[config.mk]
export PLATFORM = sky130hd
export DESIGN_NAME = label_target_streamer
export DESIGN_NICKNAME = d
export VERILOG_FILES = /design/src/rtl/dnn_pkg.sv /design/src/rtl/target_beat_encoder.sv /design/src/rtl/label_target_streamer.sv
export SDC_FILE = /design/constraint.sdc
export NUM_CORES = 1
export LEC_CHECK = 0
export ABC_CLOCK_PERIOD_IN_PS = 2800
export BUFFER_PORTS_ARGS = -buffer_cell sky130_fd_sc_hd__buf_2
export CAP_MARGIN = 0
export CORE_MARGIN = 4
export CORE_UTILIZATION = 50
export CTS_CLUSTER_DIAMETER = 60
export CTS_CLUSTER_SIZE = 14
export DETAILED_ROUTE_END_ITERATION = 8
export GPL_TIMING_DRIVEN = 0
export PLACE_DENSITY = 0.84
export SYNTH_ARGS = -nofsm -noshare
export SYNTH_HDL_FRONTEND = slang
export SYNTH_SLANG_ARGS = --single-unit
[constraint.sdc]
create_clock -name clk -period 2.8 [get_ports clk]
set_input_delay 0.7 -clock clk [delete_from_list [all_inputs] [get_ports clk]]
set_output_delay 0.7 -clock clk [all_outputs]
set_load 0.01 [all_outputs]
[src/rtl/dnn_pkg.sv]
// Shared definitions for the DNN datapath blocks.
//   - stream_state_t : two-state streaming FSM encoding (IDLE, STREAM)
//   - TGT_HIGH_FILL / TGT_LOW_FILL : default target encodings. Consumers
//     slice these to their own lane width so that the target streamer and
//     the error-computation block agree on what "hit" and "miss" look like.
//   - clog2_min1 : ceil(log2(n)) but never below 1, so that index ports stay
//     at least one bit wide for degenerate sizes (N=1, single-beat vectors).
package dnn_pkg;

    typedef enum logic {
        IDLE   = 1'b0,
        STREAM = 1'b1
    } stream_state_t;

    localparam logic [63:0] TGT_HIGH_FILL = {64{1'b1}};
    localparam logic [63:0] TGT_LOW_FILL  = {64{1'b0}};

    function automatic int clog2_min1(input int n);
        return (n <= 2) ? 1 : $clog2(n);
    endfunction

endpackage

[src/rtl/target_beat_encoder.sv]
// Combinational expansion of a class label into one beat of a one-hot
// target vector.
//   label_q : class index being expanded (may be out of range; then no lane
//             matches and the whole beat is LOW_VAL)
//   beat    : beat index; lane i of this beat covers class beat*z + i
//   lanes   : width*z lane word, lane 0 in the least significant bits
// Shared with the loss unit, so it carries no state of its own.
module target_beat_encoder
    import dnn_pkg::*;
#(
    parameter int              width    = 4,
    parameter int              z        = 8,
    parameter int              LW       = 5,
    parameter int              BW       = 2,
    parameter logic [width-1:0] HIGH_VAL = TGT_HIGH_FILL[width-1:0],
    parameter logic [width-1:0] LOW_VAL  = TGT_LOW_FILL[width-1:0]
) (
    input  logic [LW-1:0]      label_q,
    input  logic [BW-1:0]      beat,
    output logic [width*z-1:0] lanes
);

    // Class index of lane 0 of this beat. Done in 32 bits so that an
    // out-of-range label can never alias onto a real lane.
    logic [31:0] base;

    assign base = 32'(beat) * 32'(z);

    generate
        for (genvar gi = 0; gi < z; gi++) begin : g_lane
            assign lanes[width*gi +: width] =
                ((base + 32'(gi)) == 32'(label_q)) ? HIGH_VAL : LOW_VAL;
        end
    endgenerate

endmodule

[src/rtl/label_target_streamer.sv]
// Expands a class label into an N-entry target vector (HIGH_VAL at the label
// position, LOW_VAL elsewhere) and streams it as N/z beats of z lanes.
//   clk, reset   : rising-edge clock, asynchronous active-high reset
//   label_valid  : label offered          label_ready : label accepted this cycle
//   label        : class index 0..N-1     label_err   : vector came from label >= N
//   out_valid    : beat present           out_ready   : downstream takes the beat
//   out          : lane i at [width*(i+1)-1 : width*i], lane 0 = lowest class
//   out_beat     : beat index 0..NB-1     out_last    : high on beat NB-1
// A new label is only taken in IDLE or while the last beat is being accepted,
// which gives back-to-back vectors with no bubble between them.
module label_target_streamer
    import dnn_pkg::*;
#(
    parameter int               width    = 4,
    parameter int               N        = 32,
    parameter int               z        = 8,
    parameter logic [width-1:0] HIGH_VAL = TGT_HIGH_FILL[width-1:0],
    parameter logic [width-1:0] LOW_VAL  = TGT_LOW_FILL[width-1:0],
    parameter int               LW       = clog2_min1(N),
    parameter int               NB       = (z > 0) ? (N / z) : 1,
    parameter int               BW       = clog2_min1(NB)
) (
    input  logic               clk,
    input  logic               reset,
    input  logic               label_valid,
    output logic               label_ready,
    input  logic [LW-1:0]      label,
    output logic               out_valid,
    input  logic               out_ready,
    output logic [width*z-1:0] out,
    output logic [BW-1:0]      out_beat,
    output logic               out_last,
    output logic               label_err
);

    generate
        if (z < 1) begin : g_bad_z
            $error("label_target_streamer: z must be at least 1");
        end else if ((N % z) != 0) begin : g_bad_n
            $error("label_target_streamer: N must be a multiple of z");
        end
        if (HIGH_VAL == LOW_VAL) begin : g_bad_vals
            $error("label_target_streamer: HIGH_VAL must differ from LOW_VAL");
        end
    endgenerate

    localparam logic [BW-1:0] LAST_BEAT = BW'(NB - 1);
    // One bit wider than the label so the range test is meaningful even when
    // N is a power of two (the label then simply can never reach it).
    localparam logic [LW:0]   N_EXT     = (LW + 1)'(N);

    stream_state_t      state_reg, state_next;
    logic [LW-1:0]      label_reg, label_next;
    logic [BW-1:0]      beat_reg, beat_next;
    logic [width*z-1:0] lanes_next;
    logic               last_beat;

    assign last_beat = (state_reg == STREAM) && (beat_reg == LAST_BEAT);

    // On the last beat the label port mirrors out_ready, so the next label is
    // taken on the very edge that retires the final beat.
    assign label_ready = (state_reg == IDLE) || (last_beat && out_ready);

    always_comb begin
        state_next = state_reg;
        label_next = label_reg;
        beat_next  = beat_reg;
        case (state_reg)
            IDLE: begin
                if (label_valid) begin
                    state_next = STREAM;
                    label_next = label;
                    beat_next  = '0;
                end
            end
            STREAM: begin
                if (out_ready) begin
                    if (!last_beat) begin
                        beat_next = beat_reg + 1'b1;
                    end else if (label_valid) begin
                        label_next = label;
                        beat_next  = '0;
                    end else begin
                        state_next = IDLE;
                        beat_next  = '0;
                    end
                end
            end
            default: begin
                state_next = IDLE;
                beat_next  = '0;
            end
        endcase
    end

    // Encode from the next-state values so the registered outputs line up
    // with the state they describe; stalls leave label/beat untouched and the
    // outputs therefore hold.
    target_beat_encoder #(
        .width   (width),
        .z       (z),
        .LW      (LW),
        .BW      (BW),
        .HIGH_VAL(HIGH_VAL),
        .LOW_VAL (LOW_VAL)
    ) u_encoder (
        .label_q(label_next),
        .beat   (beat_next),
        .lanes  (lanes_next)
    );

    always_ff @(posedge clk or posedge reset) begin
        if (reset) begin
            state_reg <= IDLE;
            label_reg <= '0;
            beat_reg  <= '0;
            out_valid <= 1'b0;
            out       <= '0;
            out_beat  <= '0;
            out_last  <= 1'b0;
            label_err <= 1'b0;
        end else begin
            state_reg <= state_next;
            label_reg <= label_next;
            beat_reg  <= beat_next;
            if (state_next == STREAM) begin
                out_valid <= 1'b1;
                out       <= lanes_next;
                out_beat  <= beat_next;
                out_last  <= (beat_next == LAST_BEAT);
                label_err <= ({1'b0, label_next} >= N_EXT);
            end else begin
                out_valid <= 1'b0;
                out       <= '0;
                out_beat  <= '0;
                out_last  <= 1'b0;
                label_err <= 1'b0;
            end
        end
    end

endmodule

==> results.sh <==
export IMPL_row_count=16
export IMPL_largest_reg_flops=8
export IMPL_viasPerCell=4.941
export IMPL_reg2reg_to="out[3]"
export IMPL_grt_max_degree=20
export IMPL_cp_slowest_cell="dfrtp_1"
export IMPL_layout_area_seq_um2=475.5
export IMPL_die_x_um=54.50
export IMPL_endpoint="label_ready"
export IMPL_p_switching_mw=0.4753
export IMPL_cts_htree_levels=1
export IMPL_skew_ns=0.005313
export IMPL_worst_path_buf_inv=2
export IMPL_crit_start="beat_reg[0]"
export IMPL_cp_cell_sequence="ha_1 > a21boi_2 > inv_4 > buf_2"
export IMPL_cts_tree="yes"
export IMPL_power_density_nw_per_um2=879.4
export IMPL_worstMarginPinSlew_ns=0.6877
export IMPL_period_share=0.7705
export IMPL_fin_crit_ns=2.157
export IMPL_ir_drop_mv=0.5184
export IMPL_die_y_um=54.50
export IMPL_p_sw_frac=0.3970
export IMPL_async_flop_share=1.000
export IMPL_clk_pin_slew_ns=0.10
export IMPL_synth_largest_area_cell="dfrtp_1"
export IMPL_wl_per_cell_um=13.04
export IMPL_start_kind="flop"
export IMPL_ys_ff_latch=19
export IMPL_setup_violations_final=0
export IMPL_p_leak_nw=0.7797
export IMPL_synth_most_common_cell="buf_4"
export IMPL_postSynthCellCount=95
export IMPL_track_usage=0.1647
export IMPL_place_ws_ns=0.7169
export IMPL_port_buffers=44
export IMPL_drt_pass1_iter_count=2
export IMPL_post_dp_hpwl_um=1811
export IMPL_core_area_um2=2002
export IMPL_synthDistinctLibCells=34
export IMPL_root_buffer="clkbuf_4"
export IMPL_ios=47
export IMPL_routed_wl_um=2216
export IMPL_hold_violations=0
export IMPL_postRouteAntennaNets=0
export IMPL_drive_above_1_share=0.6014
export IMPL_max_stage_delay_ns=0.42
export IMPL_timing_final_ws_setup_ns=0.6426
export IMPL_synth_area_per_cell_um2=11.38
export IMPL_synth_flop_cell="dfrtp_1"
export IMPL_maxSlewViolCount=0
export IMPL_start_util=0.5400
export IMPL_status="completed"
export IMPL_power_frac_comb=0.527
export IMPL_postCtsSetupRepairBufs=0
export IMPL_worstSetupEndpointType="output pin"
export IMPL_cap_violations=0
export IMPL_maxSlewHeadroom=0.5410
export IMPL_grt_pass1_wl_um=3470
export IMPL_clkPwrFrac=0.111
export IMPL_cp_max_fo=8
export IMPL_postCtsResizedCells=0
export IMPL_netlist_top_cells_count="buf_4 (25), dfrtp_1 (19), a211oi_1 (8)"
export IMPL_multiInputGateArea_um2=385.4
export IMPL_n_fill_cell=170
export IMPL_syn_num_nets=105
export IMPL_setup_tns_ns=0
export IMPL_clk_insertion_delay_late_ns=0.29
export IMPL_num_vias=840
export IMPL_cts_max_path_buffers=2
export IMPL_grt_overflow=0
export IMPL_synth_top_area_frac=0.4398
export IMPL_hp_class="input port to async pin"
export IMPL_ys_warn_count=0
export IMPL_nets=154
export IMPL_seqPwrFrac=0.362
export IMPL_synth_edff_count=0
export IMPL_rrSetupSlack_ns=0.81
export IMPL_critical_path_arrival_ns=1.46
export IMPL_cts_sinks=19
export IMPL_max_freq_ghz=0.4635
export IMPL_ys_seq_area_frac=0.4398
export IMPL_drc_errors=0
export IMPL_syn2layout_area_growth_pct=25.93
export IMPL_gp_congestion=0.7808
export IMPL_drt_iter0_markers=4
export IMPL_antenna_cells=0
export IMPL_r2r_start="beat_reg[0]"
export IMPL_die_area_um2=2970
export IMPL_crit_type="flop to output pin"
export IMPL_required_ns=2.10
export IMPL_netlist_area_um2=1081
export IMPL_ys_top_cells_by_area="dfrtp_1 (44%), buf_4 (17%), a211oi_1 (5.6%)"
export IMPL_cp_top_family="flip-flops"
export IMPL_crit_cells=4
export IMPL_rsz0062_at_grt="false"
export IMPL_grt_pass1_vias=820
export IMPL_antenna_found_initial=0
export IMPL_hold_buffers=0
export IMPL_cts_buffers=3
export IMPL_power_internal_mw=0.7219
export IMPL_r2r_cells=7
kinds of logic after synthesis:
kind of cell | synth area share
buf+inv | 0.2037
simple gates | 0.1296
compound gates | 0.1597
flops | 0.4398
mux | 0.05208
fa+ha+maj | 0.01157
other cells | 0.003469
routing by layer:
metal  track usage  vias up  part of all wire  routed length (um)
li1              -      407                 -                   -
met5             0        -                 0                   0
met4       0.08714        0             0.019                  42
met2        0.3187       37              0.54                1203
met1        0.1643      391              0.37                 815
met3       0.02725        5             0.070                 155
area by class of cell:
type	count	area share
timing repair buffer	44	0.1618
buffer	26	0.1461
tap	27	0.02482
sequential	19	0.3493
multi-input combinational	45	0.2831
clock buffer	4	0.01930
inverter	5	0.01562
how the worst min path moves through the flow:
stage                               to  cells after the start  slack, ns
after floorplan            beat_reg[1]                      1       0.48
after global placement    label_reg[3]                      1       0.49
after detailed placement  label_reg[3]                      1       0.50
after CTS                      out[23]                      2       0.51
after global routing           out[27]                      2       0.53
final                          out[23]                      2       0.49
metrics by stage:
step | hold WS, ns | cells | util | power [mW] | area [um^2]
final | 0.4894 | 170 | 0.6800 | 1.197 | 1361
after global routing | 0.5320 | 170 | 0.6800 | 1.288 | 1361
after CTS | 0.5104 | 170 | 0.6800 | 1.202 | 1361
after detailed placement | 0.4983 | 166 | 0.6669 | 1.069 | 1335
after global placement | 0.4907 | 166 | 0.6669 | 1.032 | 1335
after floorplan | 0.4760 | 95 | - | 0.8776 | 1081
power by group through the flow:
stage,combinational [mW],sequential [mW],clock [mW]
after global placement,0.600,0.432,0
final,0.631,0.433,0.133
after CTS,0.633,0.433,0.136
after global routing,0.693,0.446,0.149
after detailed placement,0.631,0.439,0
after floorplan,0.427,0.451,0
cells in the final DEF, fill, tap and decap left out, drive strengths merged:
cell type | Yosys | routed
and3 | 1 | 1
and4b | 1 | 1
a21o | 1 | 1
nand3 | 2 | 2
nand4bb | 1 | 1
o211ai | 1 | 1
a21oi | 1 | 1
dfrtp | 19 | 19
a21boi | 3 | 3
inv | 5 | 5
ha | 1 | 1
nor3 | 1 | 1
a31oi | 1 | 1
and4 | 1 | 1
nand3b | 2 | 2
nand4b | 2 | 2
o311ai | 1 | 1
and2 | 1 | 1
conb | 1 | 1
or3 | 1 | 1
o32ai | 1 | 1
mux2i | 1 | 1
nor2 | 1 | 1
mux2 | 3 | 3
nand2 | 5 | 5
or3b | 1 | 1
clkbuf | 0 | 4
a211oi | 8 | 8
buf | 26 | 70
o21ai | 2 | 2
worst register-to-register path: stages (launching register included):
cell and delay, ns:
dfrtp_1 0.42, ha_1 0.25, a21boi_2 0.25, inv_4 0.10
nand2_4 0.14, mux2i_4 0.30, inv_1 0.13, a211oi_1 0.29
(Power assumes the default switching activity.)
